<file path="src/rtl/arb_pkg.sv">
// rtl/arb_pkg.sv - shared FSM encoding and rotated priority mask helper
package arb_pkg;

   localparam int ARB_MAX_REQ = 32;

   typedef enum logic {
      ARB_IDLE  = 1'b0,
      ARB_GRANT = 1'b1
   } arb_state_t;

   // Bits strictly above ptr are set; these requesters win ahead of a wrap.
   function automatic logic [ARB_MAX_REQ-1:0] rot_mask(input int ptr);
      logic [ARB_MAX_REQ-1:0] m;
      for (int i = 0; i < ARB_MAX_REQ; i++) begin
         m[i] = (i > ptr);
      end
      return m;
   endfunction

endpackage

</file>
<file path="src/rtl/onehot_encoder.sv">
// rtl/onehot_encoder.sv - one-hot to binary index encoder
module onehot_encoder #(
   parameter int INPUT_W  = 8,
   parameter int OUTPUT_W = 3
) (
   input  logic [INPUT_W-1:0]  onehot,
   output logic [OUTPUT_W-1:0] bin
);

   always_comb begin
      bin = '0;
      for (int i = 0; i < INPUT_W; i++) begin
         if (onehot[i]) begin
            bin = bin | OUTPUT_W'(i);
         end
      end
   end

endmodule

</file>
<file path="src/rtl/rr_pick.sv">
// rtl/rr_pick.sv - combinational round-robin pick: first valid after ptr, ptr itself last
module rr_pick
   import arb_pkg::*;
#(
   parameter int NUM_REQ = 8,
   parameter int IDX_W   = 3
) (
   input  logic [NUM_REQ-1:0] v,
   input  logic [IDX_W-1:0]   ptr,
   output logic [NUM_REQ-1:0] pick
);

   logic [NUM_REQ-1:0]   mask;
   logic [2*NUM_REQ-1:0] dbl;
   logic [2*NUM_REQ-1:0] sel;
   logic                 found;

   // Low half holds only requesters above ptr, high half all of them, so the
   // lowest set bit of the doubled vector is the wrapped round-robin winner.
   always_comb begin
      mask  = NUM_REQ'(rot_mask(int'(ptr)));
      dbl   = {v, v & mask};
      sel   = '0;
      found = 1'b0;
      for (int i = 0; i < 2*NUM_REQ; i++) begin
         if (dbl[i] && !found) begin
            sel[i] = 1'b1;
            found  = 1'b1;
         end
      end
      pick = sel[NUM_REQ-1:0] | sel[2*NUM_REQ-1:NUM_REQ];
   end

endmodule

</file>
<file path="src/rtl/rr_grant_arbiter.sv">
// rtl/rr_grant_arbiter.sv - registered round-robin arbiter; ARB_PACKET_LOCK_EN adds req_last packet locking
module rr_grant_arbiter
   import arb_pkg::*;
#(
   parameter int NUM_REQ = 8,
   parameter int IDX_W   = 3
) (
   input  logic               clk,
   input  logic               rst_n,
`ifdef ARB_PACKET_LOCK_EN
   input  logic               req_last,
`endif
   input  logic [NUM_REQ-1:0] req_valid,
   output logic [NUM_REQ-1:0] req_ready,
   output logic               gnt_valid,
   input  logic               gnt_ready,
   output logic [NUM_REQ-1:0] gnt_onehot,
   output logic [IDX_W-1:0]   gnt_idx
);

   arb_state_t         state, state_d;
   logic [IDX_W-1:0]   ptr, ptr_d;
   logic [NUM_REQ-1:0] gnt_d;
   logic [NUM_REQ-1:0] pick;
   logic [IDX_W-1:0]   pick_ptr;
   logic               rearb;

   assign gnt_valid = (state == ARB_GRANT);
   assign req_ready = gnt_onehot & {NUM_REQ{gnt_valid & gnt_ready}};

`ifdef ARB_PACKET_LOCK_EN
   assign rearb = gnt_ready & req_last;
`else
   assign rearb = gnt_ready;
`endif

   // During a grant the next pick is relative to the index being retired.
   assign pick_ptr = gnt_valid ? gnt_idx : ptr;

   rr_pick #(
      .NUM_REQ (NUM_REQ),
      .IDX_W   (IDX_W)
   ) u_pick (
      .v    (req_valid),
      .ptr  (pick_ptr),
      .pick (pick)
   );

   onehot_encoder #(
      .INPUT_W  (NUM_REQ),
      .OUTPUT_W (IDX_W)
   ) u_enc (
      .onehot (gnt_onehot),
      .bin    (gnt_idx)
   );

   always_comb begin
      state_d = state;
      gnt_d   = gnt_onehot;
      ptr_d   = ptr;
      case (state)
         ARB_IDLE: begin
            if (|req_valid) begin
               gnt_d   = pick;
               state_d = ARB_GRANT;
            end
         end
         ARB_GRANT: begin
            if (rearb) begin
               ptr_d = gnt_idx;
               if (|req_valid) begin
                  gnt_d = pick;
               end else begin
                  gnt_d   = '0;
                  state_d = ARB_IDLE;
               end
            end
         end
         default: begin
            gnt_d   = '0;
            state_d = ARB_IDLE;
         end
      endcase
   end

   always_ff @(posedge clk or negedge rst_n) begin
      if (!rst_n) begin
         state      <= ARB_IDLE;
         ptr        <= IDX_W'(NUM_REQ-1);
         gnt_onehot <= '0;
      end else begin
         state      <= state_d;
         ptr        <= ptr_d;
         gnt_onehot <= gnt_d;
      end
   end

endmodule

</file>
<file path="config.mk">
export PLATFORM = sky130hd
export DESIGN_NAME = rr_grant_arbiter
export DESIGN_NICKNAME = d
export VERILOG_FILES = /design/src/rtl/arb_pkg.sv /design/src/rtl/onehot_encoder.sv /design/src/rtl/rr_pick.sv /design/src/rtl/rr_grant_arbiter.sv
export SDC_FILE = /design/constraint.sdc
export NUM_CORES = 1
export LEC_CHECK = 0
export CAP_MARGIN = 20
export CORE_MARGIN = 8
export CORE_UTILIZATION = 40
export CTS_CLUSTER_SIZE = 8
export DETAILED_ROUTE_END_ITERATION = 6
export GPL_ROUTABILITY_DRIVEN = 0
export PLACE_DENSITY_LB_ADDON = 0.08
export REMOVE_ABC_BUFFERS = 1
export SLEW_MARGIN = 10
export SYNTH_ARGS = -nofsm -noshare
export SYNTH_HDL_FRONTEND = slang
export SYNTH_HIERARCHICAL = 1
export SYNTH_SLANG_ARGS = --single-unit
</file>
<file path="constraint.sdc">
create_clock -name clk -period 2.34 [get_ports clk]
set_clock_uncertainty 0.05 [all_clocks]
set_input_delay 0.351 -clock clk [delete_from_list [all_inputs] [get_ports clk]]
set_output_delay 0.351 -clock clk [all_outputs]
set_load 0.01 [all_outputs]
</file>
==> results by group <==
Synth
  – Synth area leader: dfrtp_1
  – Synth top area share: 21.38%
  – Predominant post-synthesis flop cell: dfrtp_1
  – Post-synth top cells: nand2_1 (11), nand3_1 (11), and3_1 (9), dfrtp_1 (9)
  – FFs w/ async S/R, synth: 100.0%
  – Post-Syn Instances: 119
  – Mapped cell area: 0.001054 mm²
  – Number of synthesized register bits: 12
  – Synth warn: 6
  – EDFF count, synth: 0
  – Sequential area share after synthesis: 28.86%
  – Syn avg cell area: 8.853 µm²
  – Yosys cell types: 41
  – Top post-synthesis cells by area: dfrtp_1 (21%), dfstp_2 (7.5%), mux2_2 (6.4%)

Drt
  – Detail-routed via count per cell: 6.136
  – Aggregate routed wire length: 3388 µm
  – Via count: 1,215
  – Initial DRC count: 42
  – Initial DRT Pass Iterations: 4
  – Antenna viol nets, final: 0
  – Drt wl/cell: 17.11 µm
  – # DRC: 0

Setup path
  – Critical Path Max Stage Delay: 0.42 ns
  – Worst-path maximum fanout: 5
  – CP required: 2.46 ns
  – Startpoint types: register
  – Buf+Inv Stages, Crit Path: 1
  – Top cell family by delay on the critical path: simple AND/OR/NAND/NOR gates
  – CP Data Arrival Time: 2.39 ns
  – CP Capture Type: register
  – Critical-path cell list: buf_4 > or4_4 > mux2_4 > nand2b_4 > nand3_4 > nor3_2 > o311a_1 > o221ai_2 > nand3_1
  – Critical-path top delay cell: or4_4
  – Crit Path Category: reg2reg

GRT
  – GR met1 Demand/Resource: 18.86%
  – GR peak layer: met2
  – Largest net degree at the start of global routing: 15
  – Met2 Use GR: 26.40%
  – Antenna violations before repair: 0
  – Global Route Usage Sum: 15.32%
  – Met3 usage in global routing: 1.159%
  – Vias in the first global route: 1,144
  – Global-route wire length before repair: 5526 µm
  – Gr ovfl total: 0

CTS
  – Cts hold-fix bufs: 0
  – CTS Buf Count: 3
  – H-tree depth reported by CTS: 1
  – Clk_lat worst skew: 0.28 ns
  – CTS tree: yes
  – CTS root buf: clkbuf_4
  – Clock Path Buffers: 2
  – Reg clk slew, reported paths: 0.08 ns
  – Clock Sink Count: 12

Cells and area
  – Layout cells sized above 1: 33.93%
  – Final net count: 180
  – Ant. Diodes: 0
  – Finished Layout Cells: 198
  – Area growth syn-to-layout: 54.39%
  – Final Cell Area: 0.001627 mm²

Pwr
  – Switching part of the total: 38.43%
  – Flop pwr share: 18.5%
  – Net Sw Power: 687.2 µW
  – Internal: 1101 µW
  – Comb pwr share: 73.6%
  – PD cells: 1099 mW/mm²
  – Peak supply drop: 0.0008418 V
  – Clock power share: 7.9%
  – P_leak: 0.0007031 µW

Floorplanning
  – Chip height: 67.32 µm
  – DIE WIDTH: 67.32 µm
  – # IOs: 31
  – Rows: 18
  – Core Region: 0.002477 mm²
  – Initial Util: 42.53%
  – Die Footprint: 0.004532 mm²

Placement
  – Placed cell count: 187
  – Hpwl dp: 2558 µm
  – # port buffers: 30
  – DP Area: 0.001464 mm²

Timing
  – Worst Max-Slew Pin Slew: 0.5516 ns
  – Min cycle time layout: 2.275 ns
  – RSZ-0062 raised after global routing: true
  – Final Hold Fails: 0
  – Slew Limit Headroom: 63.11%
  – Post-route clock period utilization: 97.21%
  – Final Slew Violations: 0
  – Maximum clock rate: 439.6 MHz
  – Final setup violation count: 0

Run
  – Max-cap viol count: 0

Run status
  – Status: complete, no violations

Hold path
  – Hold WC Path Type: in2async
## per-layer routing
metal	wire, µm	up-vias	part of all wire (%)
met5	0	-	0
met4	76	0	2.2
met3	183	7	5.4
met2	1711	53	51
met1	1415	584	42
li1	-	571	-
## power groups by stage
stage	Sequential, µW	Clock [µW]	Combinational (µW)
floorplan	352	0	549
detailed placement	336	0	1060
finish	331	141	1320
global route	340	153	1420
CTS	328	140	1140
global placement	335	0	1040
## final timing paths
| check | startpoint | endpoint | slack [ns] | cells past startpoint |
|---|---|---|---|---|
| worst min register to register | gnt_onehot[0] | gnt_onehot[0] | 0.50 | 2 |
| worst min-delay path | rst_n | gnt_onehot[2] | 0.37 | 1 |
| max in group asynchronous | rst_n | gnt_valid | 1.47 | 1 |
| worst max-delay path | gnt_onehot[5] | gnt_onehot[7] | 0.07 | 9 |
| worst max register to register | gnt_onehot[5] | gnt_onehot[7] | 0.07 | 9 |
| min in group clk | gnt_onehot[0] | gnt_onehot[0] | 0.50 | 2 |
## layout by cell type, fill, tap and decap left out, types with 2 or more instances in the layout
master / count
and3_4: 2
nand4b_1: 2
buf_4: 21
mux2_2: 3
or2b_1: 2
dfrtp_1: 8
nand2_1: 11
and3_1: 9
buf_6: 2
nand4_1: 7
o21ai_1: 2
mux2_4: 3
o221ai_1: 6
nand3_1: 11
dfstp_2: 3
nor2_1: 6
inv_1: 3
nor4_2: 2
clkdlybuf4s50_1: 30
clkbuf_4: 3
or4_4: 5
## sequential cells by signal, indices dropped and copies added (netlist names)
name / cells
ptr: 3
gnt_valid: 1
gnt_onehot: 8
## kinds of logic (layout without fill, tap and decap cells)
logic type / Yosys count / after routing / synth area share (%)
buffers and inverters: 11 / 60 / 5.581
multiplexers: 6 / 6 / 6.413
flip-flops: 12 / 12 / 28.86
AO/OA/AOI/OAI: 24 / 24 / 21.14
AND/OR/NAND/NOR: 66 / 66 / 38.00
## stage by stage
step | power (µW) | worst slack [ns] | utilization, % | setup TNS (ns) | hold WS [ns]
6_report | 1788 | 0.06530 | 65.66 | 0 | 0.3685
5_1_grt | 1911 | -0.01828 | 65.66 | -0.01828 | 0.4036
4_1_cts | 1610 | 0.003547 | 61.52 | 0 | 0.3881
3_5_place_dp | 1397 | -0.09689 | 59.09 | -0.1580 | 0.4818
3_3_place_gp | 1376 | -0.09617 | 59.09 | -0.1597 | 0.4689
2_1_floorplan | 901.4 | -0.06232 | - | -0.08276 | 0.005409
## timing repair
item                                    in CTS  in global routing
endpoints found under the hold margin        0                  0
gates cloned                                 0                  0
endpoints found under the setup margin       4                  6
gates resized for setup                      4                 16
pin swaps                                    0                  7
setup buffers                                3                  4
## area by class of cell
type | count | area (µm²)
clock buffers | 4 | 26.28
fillers | 213 | 850.8
inverters | 3 | 11.26
multi-input cells | 96 | 765.7
flip-flops and latches | 12 | 305.3
well taps | 30 | 37.54
repair buffers | 53 | 480.5
Note: power is estimated with default switching activity, not from simulation.
